===== config.mk =====
export PLATFORM = sky130hd
export DESIGN_NAME = fix_query_arbiter
export DESIGN_NICKNAME = d
export VERILOG_FILES = /design/src/rtl/fix_query_arbiter.sv
export SDC_FILE = /design/constraint.sdc
export NUM_CORES = 1
export LEC_CHECK = 0
export ABC_AREA = 0
export BUFFER_PORTS_ARGS = -buffer_cell sky130_fd_sc_hd__buf_2
export CORE_AREA = 2 2 290 292
export DETAILED_ROUTE_END_ITERATION = 7
export DIE_AREA = 0 0 292 294
export PLACE_DENSITY_LB_ADDON = 0.08
export SLEW_MARGIN = 20
export SYNTH_ARGS = -nofsm -noshare
export SYNTH_HDL_FRONTEND = slang
export SYNTH_SLANG_ARGS = --single-unit

===== constraint.sdc =====
create_clock -name clk -period 3.85 [get_ports clk]
set_clock_uncertainty 0.1 [all_clocks]
set_input_delay 0.385 -clock clk [delete_from_list [all_inputs] [get_ports clk]]
set_output_delay 0.385 -clock clk [all_outputs]
set_load 0.02 [all_outputs]

===== src/rtl/fix_query_arbiter.sv =====
// Round-robin arbiter that shares the parser's single lookup port among N_REQ requesters.
// One query is in flight at a time; each query ends with a value (hit) or a timeout (miss).
module fix_query_arbiter #(
  parameter int N_REQ          = 4,
  parameter int TIMEOUT_CYCLES = 64,
  parameter int TAG_W          = 32,
  parameter int MSG_W          = 10,
  parameter int VAL_W          = 256
) (
  input  logic                   clk,
  input  logic                   rst,
  input  logic [N_REQ-1:0]       req_i,
  input  logic [N_REQ*TAG_W-1:0] req_tag_i,
  input  logic [N_REQ*MSG_W-1:0] req_msg_i,
  output logic [N_REQ-1:0]       req_ack_o,
  output logic [N_REQ-1:0]       rsp_valid_o,
  output logic                   rsp_hit_o,
  output logic [VAL_W-1:0]       rsp_value_o,
  output logic [TAG_W-1:0]       find_tag_o,
  output logic [MSG_W-1:0]       message_num_o,
  output logic                   read_message_o,
  input  logic [VAL_W-1:0]       output_value_i,
  input  logic                   output_value_valid_i,
  output logic                   busy_o,
  output logic [15:0]            miss_count_o
);

  localparam int PTR_W = (N_REQ > 1) ? $clog2(N_REQ) : 1;
  localparam int TMR_W = (TIMEOUT_CYCLES > 1) ? $clog2(TIMEOUT_CYCLES) : 1;

  typedef enum logic [1:0] {IDLE, ISSUE, WAIT, RESP} state_t;

  state_t             state_q, state_d;
  logic [PTR_W-1:0]   ptr_q, ptr_d;
  logic [PTR_W-1:0]   gnt_q, gnt_d;
  logic [TMR_W-1:0]   timer_q, timer_d;

  logic [N_REQ-1:0]   ack_d;
  logic [N_REQ-1:0]   rsp_valid_d;
  logic               hit_d;
  logic [VAL_W-1:0]   value_d;
  logic [TAG_W-1:0]   tag_d;
  logic [MSG_W-1:0]   msg_d;
  logic               read_d;
  logic               busy_d;
  logic [15:0]        miss_d;

  logic               arb_found;
  logic [PTR_W-1:0]   arb_sel;
  logic [PTR_W-1:0]   arb_cand;

  function automatic logic [PTR_W-1:0] wrap_add(input logic [PTR_W-1:0] base, input int offs);
    int sum;
    sum = int'(base) + offs;
    if (sum >= N_REQ) sum = sum - N_REQ;
    return sum[PTR_W-1:0];
  endfunction

  // First requester at or after the round-robin pointer, scanning upward with wrap.
  always_comb begin
    arb_found = 1'b0;
    arb_sel   = '0;
    arb_cand  = '0;
    for (int i = 0; i < N_REQ; i++) begin
      arb_cand = wrap_add(ptr_q, i);
      if (!arb_found && req_i[arb_cand]) begin
        arb_found = 1'b1;
        arb_sel   = arb_cand;
      end
    end
  end

  always_comb begin
    state_d     = state_q;
    ptr_d       = ptr_q;
    gnt_d       = gnt_q;
    timer_d     = timer_q;
    ack_d       = '0;
    rsp_valid_d = '0;
    hit_d       = rsp_hit_o;
    value_d     = rsp_value_o;
    tag_d       = find_tag_o;
    msg_d       = message_num_o;
    read_d      = 1'b0;
    miss_d      = miss_count_o;

    case (state_q)
      IDLE: begin
        if (arb_found) begin
          gnt_d          = arb_sel;
          tag_d          = req_tag_i[arb_sel*TAG_W +: TAG_W];
          msg_d          = req_msg_i[arb_sel*MSG_W +: MSG_W];
          read_d         = 1'b1;
          ack_d[arb_sel] = 1'b1;
          state_d        = ISSUE;
        end
      end
      ISSUE: begin
        timer_d = '0;
        state_d = WAIT;
      end
      // A valid in the same cycle as the timeout still counts as a hit.
      WAIT: begin
        if (output_value_valid_i) begin
          value_d            = output_value_i;
          hit_d              = 1'b1;
          rsp_valid_d[gnt_q] = 1'b1;
          state_d            = RESP;
        end else if (timer_q == TMR_W'(TIMEOUT_CYCLES - 1)) begin
          value_d            = '0;
          hit_d              = 1'b0;
          rsp_valid_d[gnt_q] = 1'b1;
          if (miss_count_o != 16'hFFFF) miss_d = miss_count_o + 16'd1;
          state_d            = RESP;
        end else begin
          timer_d = timer_q + 1'b1;
        end
      end
      RESP: begin
        ptr_d   = wrap_add(gnt_q, 1);
        state_d = IDLE;
      end
      default: state_d = IDLE;
    endcase

    busy_d = (state_d != IDLE);
  end

  always_ff @(posedge clk) begin
    if (rst) begin
      state_q        <= IDLE;
      ptr_q          <= '0;
      gnt_q          <= '0;
      timer_q        <= '0;
      req_ack_o      <= '0;
      rsp_valid_o    <= '0;
      rsp_hit_o      <= 1'b0;
      rsp_value_o    <= '0;
      find_tag_o     <= '0;
      message_num_o  <= '0;
      read_message_o <= 1'b0;
      busy_o         <= 1'b0;
      miss_count_o   <= '0;
    end else begin
      state_q        <= state_d;
      ptr_q          <= ptr_d;
      gnt_q          <= gnt_d;
      timer_q        <= timer_d;
      req_ack_o      <= ack_d;
      rsp_valid_o    <= rsp_valid_d;
      rsp_hit_o      <= hit_d;
      rsp_value_o    <= value_d;
      find_tag_o     <= tag_d;
      message_num_o  <= msg_d;
      read_message_o <= read_d;
      busy_o         <= busy_d;
      miss_count_o   <= miss_d;
    end
  end

endmodule

==> flow_summary.ini, run 1 <==
[placed_design]
dpl_cell_area_um2 = 18500
numPortBuffers = 755
gp_congestion = 0.836
pre_cts_slack_ns = 1.19
place_inst = 3298
place_hpwl_mm = 47.2

[setup_path]
cp_top_family = buffers and inverters
crit_path_start_kind = register
crit_chain = nor2b_1 -> nor2_1 -> a2bb2oi_4 -> buf_4 -> mux2i_1 -> dlygate4sd3_1 -> o221ai_1 -> dlygate4sd3_1
crit_slowest_cell = a2bb2oi_4
critPathRequiredTime_ns = 4.21
r2r-start = ptr_q[0]$_SDFFE_PP0N_
worstPathArrival_ns = 3.81
cp-end-kind = register
r2r_slack_ns = 0.41
critical_path.startpoint = ptr_q[0]$_SDFFE_PP0N_
crit_path_max_fanout = 20
cp_num_buf_inv = 3
critPathKind = reg -> reg
critPathMaxStageDelay_ns = 0.65
crit_top_cell = dlygate4sd3_1
reg2reg_to = message_num_o[9]$_SDFFE_PP0P_
reg2regPathDepth = 8

[grt]
grt_max_degree = 165
grt-ovfl-total = 0
antenna_found_initial = 9
track_usage = 0.146
grt_pass1_vias = 15800
grt_pass1_wl_mm = 97.6

[final_layout]
ff_latch_area_um2 = 6750
layout.nets = 3051
final_cell_area_um2 = 23500
fin_util = 0.283
fill_cells = 9109
syn2layout_area_growth_pct = 72.6
layout.cells.non_filler = 3724
multi_input_area_um2 = 6260
drive_above_1_share = 0.344

[synth]
async_flop_share = 0
yosys.area.top_type_share = 0.496
synth_ff_type = dfxtp_1
ys_types = 52
synth_seq_cells = 337
yosysSeqAreaShare = 0.496
syn-num-nets = 2023
synthCells = 1581
yosysWarnings = 0
synthTopCellsByArea = dfxtp_1 50%, a21oi_1 9.8%, nand3_1 9.8%, nand2_1 8.5%, mux2i_1 6.5%
synth_area_um2 = 13600
synth_edf_count = 0
yosysTopAreaCell = dfxtp_1
syn_avg_cell_area_um2 = 8.60

[route]
wl_met1_mm = 25.0
wire_per_inst_um = 17.9
finalWirelength_mm = 66.5
wl_met2_mm = 34.4
firstDrtPassIters = 5
ant_nets = 0
vias = 15500
dr.max_layer_used = met5
vias_per_cell = 4.15
routed-wl-met3_mm = 4.63
drcViolationCount = 0
drtIter0Drc = 531

[clock_tree]
htreeDepth = 2
worstSkewPairLatency_ns = 0.58
clkSinkCount = 337
cts_setup_buffers = 0
cts_buffer_depth = 3
cts_resized = 0
cts-root-buf = clkbuf_16
clk_pin_slew_ns = 0.06
cts_buffers = 45
cts_tree = done

[sta]
fin_crit_sh = 0.895
hold_viol_final = 0
setup_slack_ns = 0.405
relSlewSlack = 0.318
worst_pin_slew_ns = 1.02
tns_ns = 0
setup_viol_count_final = 0
min_period_ns = 3.44
rsz0062_at_grt = no
drv_slew = 0
holdWs_ns = 0.0434
fmaxAchievable_ghz = 0.290

[run]
cap_violations = 0

[worst_hold_path]
min_from = req_tag_i[0]
min_path_cells = 3
hold_path_end = find_tag_o[0]$_SDFFE_PP0P_
hold_path.class = in -> reg

[pwr]
total_power_mw = 12.2
p_per_area_nw_per_um2 = 521
p_leak_nw = 10.1
peakVddDrop_mv = 0.303

[die]
io_pins = 756
dieArea_um2 = 85800
die_h_um = 294
fp-row-count = 106
core_um2 = 82900
start_util = 0.164
die_w_um = 292

[outcome]
status = complete, no violations
==> what timing repair did <==
action,4_1_cts,5_1_grt
endpoints found under the hold margin,294,0
hold buffers,343,0
endpoints found under the setup margin,0,0
==> kinds of logic (layout without fill, tap and decap cells) <==
kind of cell    after synthesis  after routing  synth area share
compound gates              333            333             0.158
xor+xnor                     13             13           0.00837
fa+ha+maj                    11             11            0.0101
buf+inv                     154           1212            0.0481
flops                       337            337             0.496
mux                          89             89            0.0655
other cells                   0              5                 0
simple gates                644            644             0.214
==> where the power goes <==
part           total [mW]  switching [mW]  internal (mW)
logic                3.68            2.20           1.48
registers            4.25           0.263           3.99
clock network        4.31            1.73           2.57
total                12.2            4.20           8.04
==> area by class of cell <==
type,instances,area share
repair buffers,1126,0.323
flip-flops and latches,337,0.287
multi-input cells,1090,0.267
well taps,1080,0.0576
clock buffers,65,0.0558
clock inverters,12,0.00810
inverters,9,0.00144
diodes,5,0.000533
==> metal layers <==
metal,track usage,vias to the layer above
li1,-,7547
met1,0.155,7265
met2,0.269,525
met3,0.0428,112
met4,0.0575,6
met5,0,-
==> worst max path at each step <==
stage	cells after the start	end
3_5_place_dp	7	find_tag_o[28]$_SDFFE_PP0P_
3_3_place_gp	7	find_tag_o[31]$_SDFFE_PP0P_
5_1_grt	8	find_tag_o[28]$_SDFFE_PP0P_
6_report	8	message_num_o[9]$_SDFFE_PP0P_
2_1_floorplan	6	miss_count_o[1]$_SDFFE_PP0P_
4_1_cts	8	find_tag_o[28]$_SDFFE_PP0P_
==> registers in the layout (all words and copies together), names as in the netlist <==
| signal | cells |
|---|---|
| ptr_q | 2 |
| read_message_o | 1 |
| req_ack_o | 4 |
| rsp_hit_o | 1 |
| miss_count_o | 16 |
| state_q | 2 |
| rsp_value_o | 256 |
| find_tag_o | 32 |
| message_num_o | 10 |
| timer_q | 6 |
| busy_o | 1 |
| gnt_q | 2 |
| rsp_valid_o | 4 |
==> placed cells by master (no fill, tap or decap), types with 11 or more instances in the layout <==
cell type	instances
dlygate4sd3_1	343
a21oi_1	267
clkbuf_8	12
o221ai_2	38
ha_1	11
clkbuf_16	45
dfxtp_1	337
nand3_1	264
buf_2	754
mux2i_1	89
nor2_1	32
nand2_1	306
buf_4	17
==> synth_stat cells, types with 2 or more instances <==
master / count
o221ai_1: 4
and3_1: 2
and2_1: 6
buf_6: 6
xnor2_1: 10
nor4_1: 5
nor2_1: 32
nor2b_1: 6
and4_1: 2
or3_1: 5
mux2i_1: 89
nand3_1: 265
a21oi_1: 267
buf_1: 12
dfxtp_1: 337
nand2_1: 307
buf_4: 2
o221ai_2: 38
ha_1: 11
nand4_1: 2
a211oi_1: 5
o21ai_0: 4
nor3_1: 2
inv_1: 8
buf_2: 19
clkbuf_1: 106
xor2_1: 3
o21ai_1: 2
==> tightest hold or removal path, cell delays in order <==
cell	delay [ns]
buf_2	0.08
mux2i_1	0.07
o221ai_2	0.15
No activity file was read; power rests on OpenSTA's default activity.
==> run 2, diff against run 1 <==
--- a/config.mk
+++ b/config.mk
@@ -7,9 +7,10 @@
 export LEC_CHECK = 0
 export ABC_AREA = 0
 export BUFFER_PORTS_ARGS = -buffer_cell sky130_fd_sc_hd__buf_2
-export CORE_AREA = 2 2 290 292
+export CORE_AREA = 2 2 293 295
 export DETAILED_ROUTE_END_ITERATION = 7
-export DIE_AREA = 0 0 292 294
+export DIE_AREA = 0 0 295 297
+export MAX_ROUTING_LAYER = met4
 export PLACE_DENSITY_LB_ADDON = 0.08
 export SLEW_MARGIN = 20
 export SYNTH_ARGS = -nofsm -noshare
==> run 2 against run 1 <==
  * First-iteration DRC count up 9.8%
  * Hold slack gained 0.0051 ns
  * Register-to-register slack better by 0.56 ns
  * Sequential cell count unchanged
  * Sequential share of layout area is 0.96 points higher
  * Count of clock-buffer cells in the layout up 8
  * Global-route usage decreased by 0.070 points
  * Design area down 3.2%
  * Critical path depth is 2 lower
  * Largest cell class unchanged
  * Highest routed layer is now met4
==> flow_summary.ini, run 2 (synthesis results as in run 1) <==
[clock_tree]
cts_resized = 0
cts_hold_buf = 262
cts_buffer_depth = 3
clkSinkCount = 337
cts-root-buf = clkbuf_16
cts_tree = done
worstSkewPairLatency_ns = 0.55
htreeDepth = 2
clk_pin_slew_ns = 0.06
cts_buffers = 46
cts_setup_buffers = 0

[die]
core_um2 = 84500
io_pins = 756
die_h_um = 297
dieArea_um2 = 87600
start_util = 0.161
die_w_um = 295
fp-row-count = 107

[final_layout]
fin_util = 0.269
final_cell_area_um2 = 22700
largest_registers = rsp_value_o x256, find_tag_o x32, miss_count_o x16
largest_reg_flops = 256
layout.nets = 2964
final_common_cell = buf_2
layout.cells.non_filler = 3709
syn2layout_area_growth_pct = 67.1
final_cell_mix = 754 x buf_2, 337 x dfxtp_1, 306 x nand2_1
drive_above_1_share = 0.351
regMostFlops = rsp_value_o

[sta]
drv_slew = 0
rsz0062_at_grt = no
holdWs_ns = 0.0485
setup_slack_ns = 0.966
setup_viol_count_final = 0
worst_pin_slew_ns = 1.00
tns_ns = 0
fmaxAchievable_ghz = 0.347
relSlewSlack = 0.331
hold_viol_final = 0
fin_crit_sh = 0.749
min_period_ns = 2.88

[grt]
grt_max_degree = 108
grtUsageMet1 = 0.149
antenna_found_initial = 9
met3_usage = 0.0418
grt_pass1_vias = 15300
grt-ovfl-total = 0
grt_pass1_wl_mm = 95.0
busiest_layer = met2
track_usage = 0.145
met2_usage = 0.266

[pwr]
p_leak_nw = 9.67
p_per_area_nw_per_um2 = 526
total_power_mw = 12.0
peakVddDrop_mv = 0.272

[placed_design]
gp_congestion = 0.757
numPortBuffers = 755
pre_cts_slack_ns = 1.06
dpl_cell_area_um2 = 18600
place_inst = 3355
place_hpwl_mm = 47.2

[setup_path]
cp-end-kind = register
critPathMaxStageDelay_ns = 1.02
crit_slowest_cell = or4_2
crit_path_max_fanout = 23
worstPathArrival_ns = 3.28
critPathRequiredTime_ns = 4.24
crit_path_start_kind = register
crit_chain = inv_1 -> ha_1 -> o41ai_4 -> or4_2 -> o221ai_2 -> dlygate4sd3_1
critPathKind = reg -> reg

[route]
vias = 15200
ant_nets = 0
finalWirelength_mm = 65.6
firstDrtPassIters = 5
vias_per_cell = 4.09
drtIter0Drc = 583
wire_per_inst_um = 17.7
drcViolationCount = 0

[run]
cap_violations = 0

[outcome]
status = complete, no violations

[worst_hold_path]
hold_path.class = in -> reg
-- run 2: changes by cell type in the layout (fill, tap and decap cells not counted), sizes merged --
cell,change
buf,-6
bufinv,-1
clkbuf,+7
clkinv,-2
clkinvlp,+2
diode,+3
dlygate4sd3,-81
inv,-1
-- run 2: final timing paths --
path | from | to | slack [ns] | cells after the start
worst max-delay path | state_q[0]$_SDFF_PP0_ | find_tag_o[26]$_SDFFE_PP0P_ | 0.97 | 6
worst min-delay path | req_msg_i[12] | message_num_o[2]$_SDFFE_PP0P_ | 0.05 | 3
worst max register to register | state_q[0]$_SDFF_PP0_ | find_tag_o[26]$_SDFFE_PP0P_ | 0.97 | 6
worst min register to register | find_tag_o[22]$_SDFFE_PP0P_ | find_tag_o[22]$_SDFFE_PP0P_ | 0.36 | 2
-- run 2: layout make-up --
| type | instances | area [um2] |
|---|---|---|
| fillers | 9312 | 61800 |
| inverters | 9 | 33.8 |
| flip-flops and latches | 337 | 6750 |
| well taps | 1144 | 1430 |
| clock buffers | 73 | 1350 |
| clock inverters | 10 | 128 |
| repair buffers | 1038 | 6750 |
| multi-input cells | 1090 | 6260 |
| diodes | 8 | 20.0 |
-- run 2: worst max-delay path: cells and delay by family (launching register included) --
family,cells,cell delay (ns)
adders and majority gates,1,0.23
buffers and inverters,2,0.69
DFF,1,0.33
AOI/OAI and AO/OA,2,0.43
and+or+nand+nor,1,1.02
-- run 2: metal layers --
layer	vias to the layer above	wire (um)	part of all wire
met2	527	34100	0.52
met5	-	0	0
met1	7145	24700	0.38
li1	7398	-	-
met3	87	5020	0.077
met4	0	1710	0.026
-- run 2: where the power goes --
| part | total [mW] | internal, mW | switching [mW] |
|---|---|---|---|
| Clock | 4.24 | 2.54 | 1.70 |
| Sequential | 4.24 | 3.99 | 0.247 |
| Combinational | 3.48 | 1.31 | 2.17 |
| Total | 12.0 | 7.84 | 4.11 |
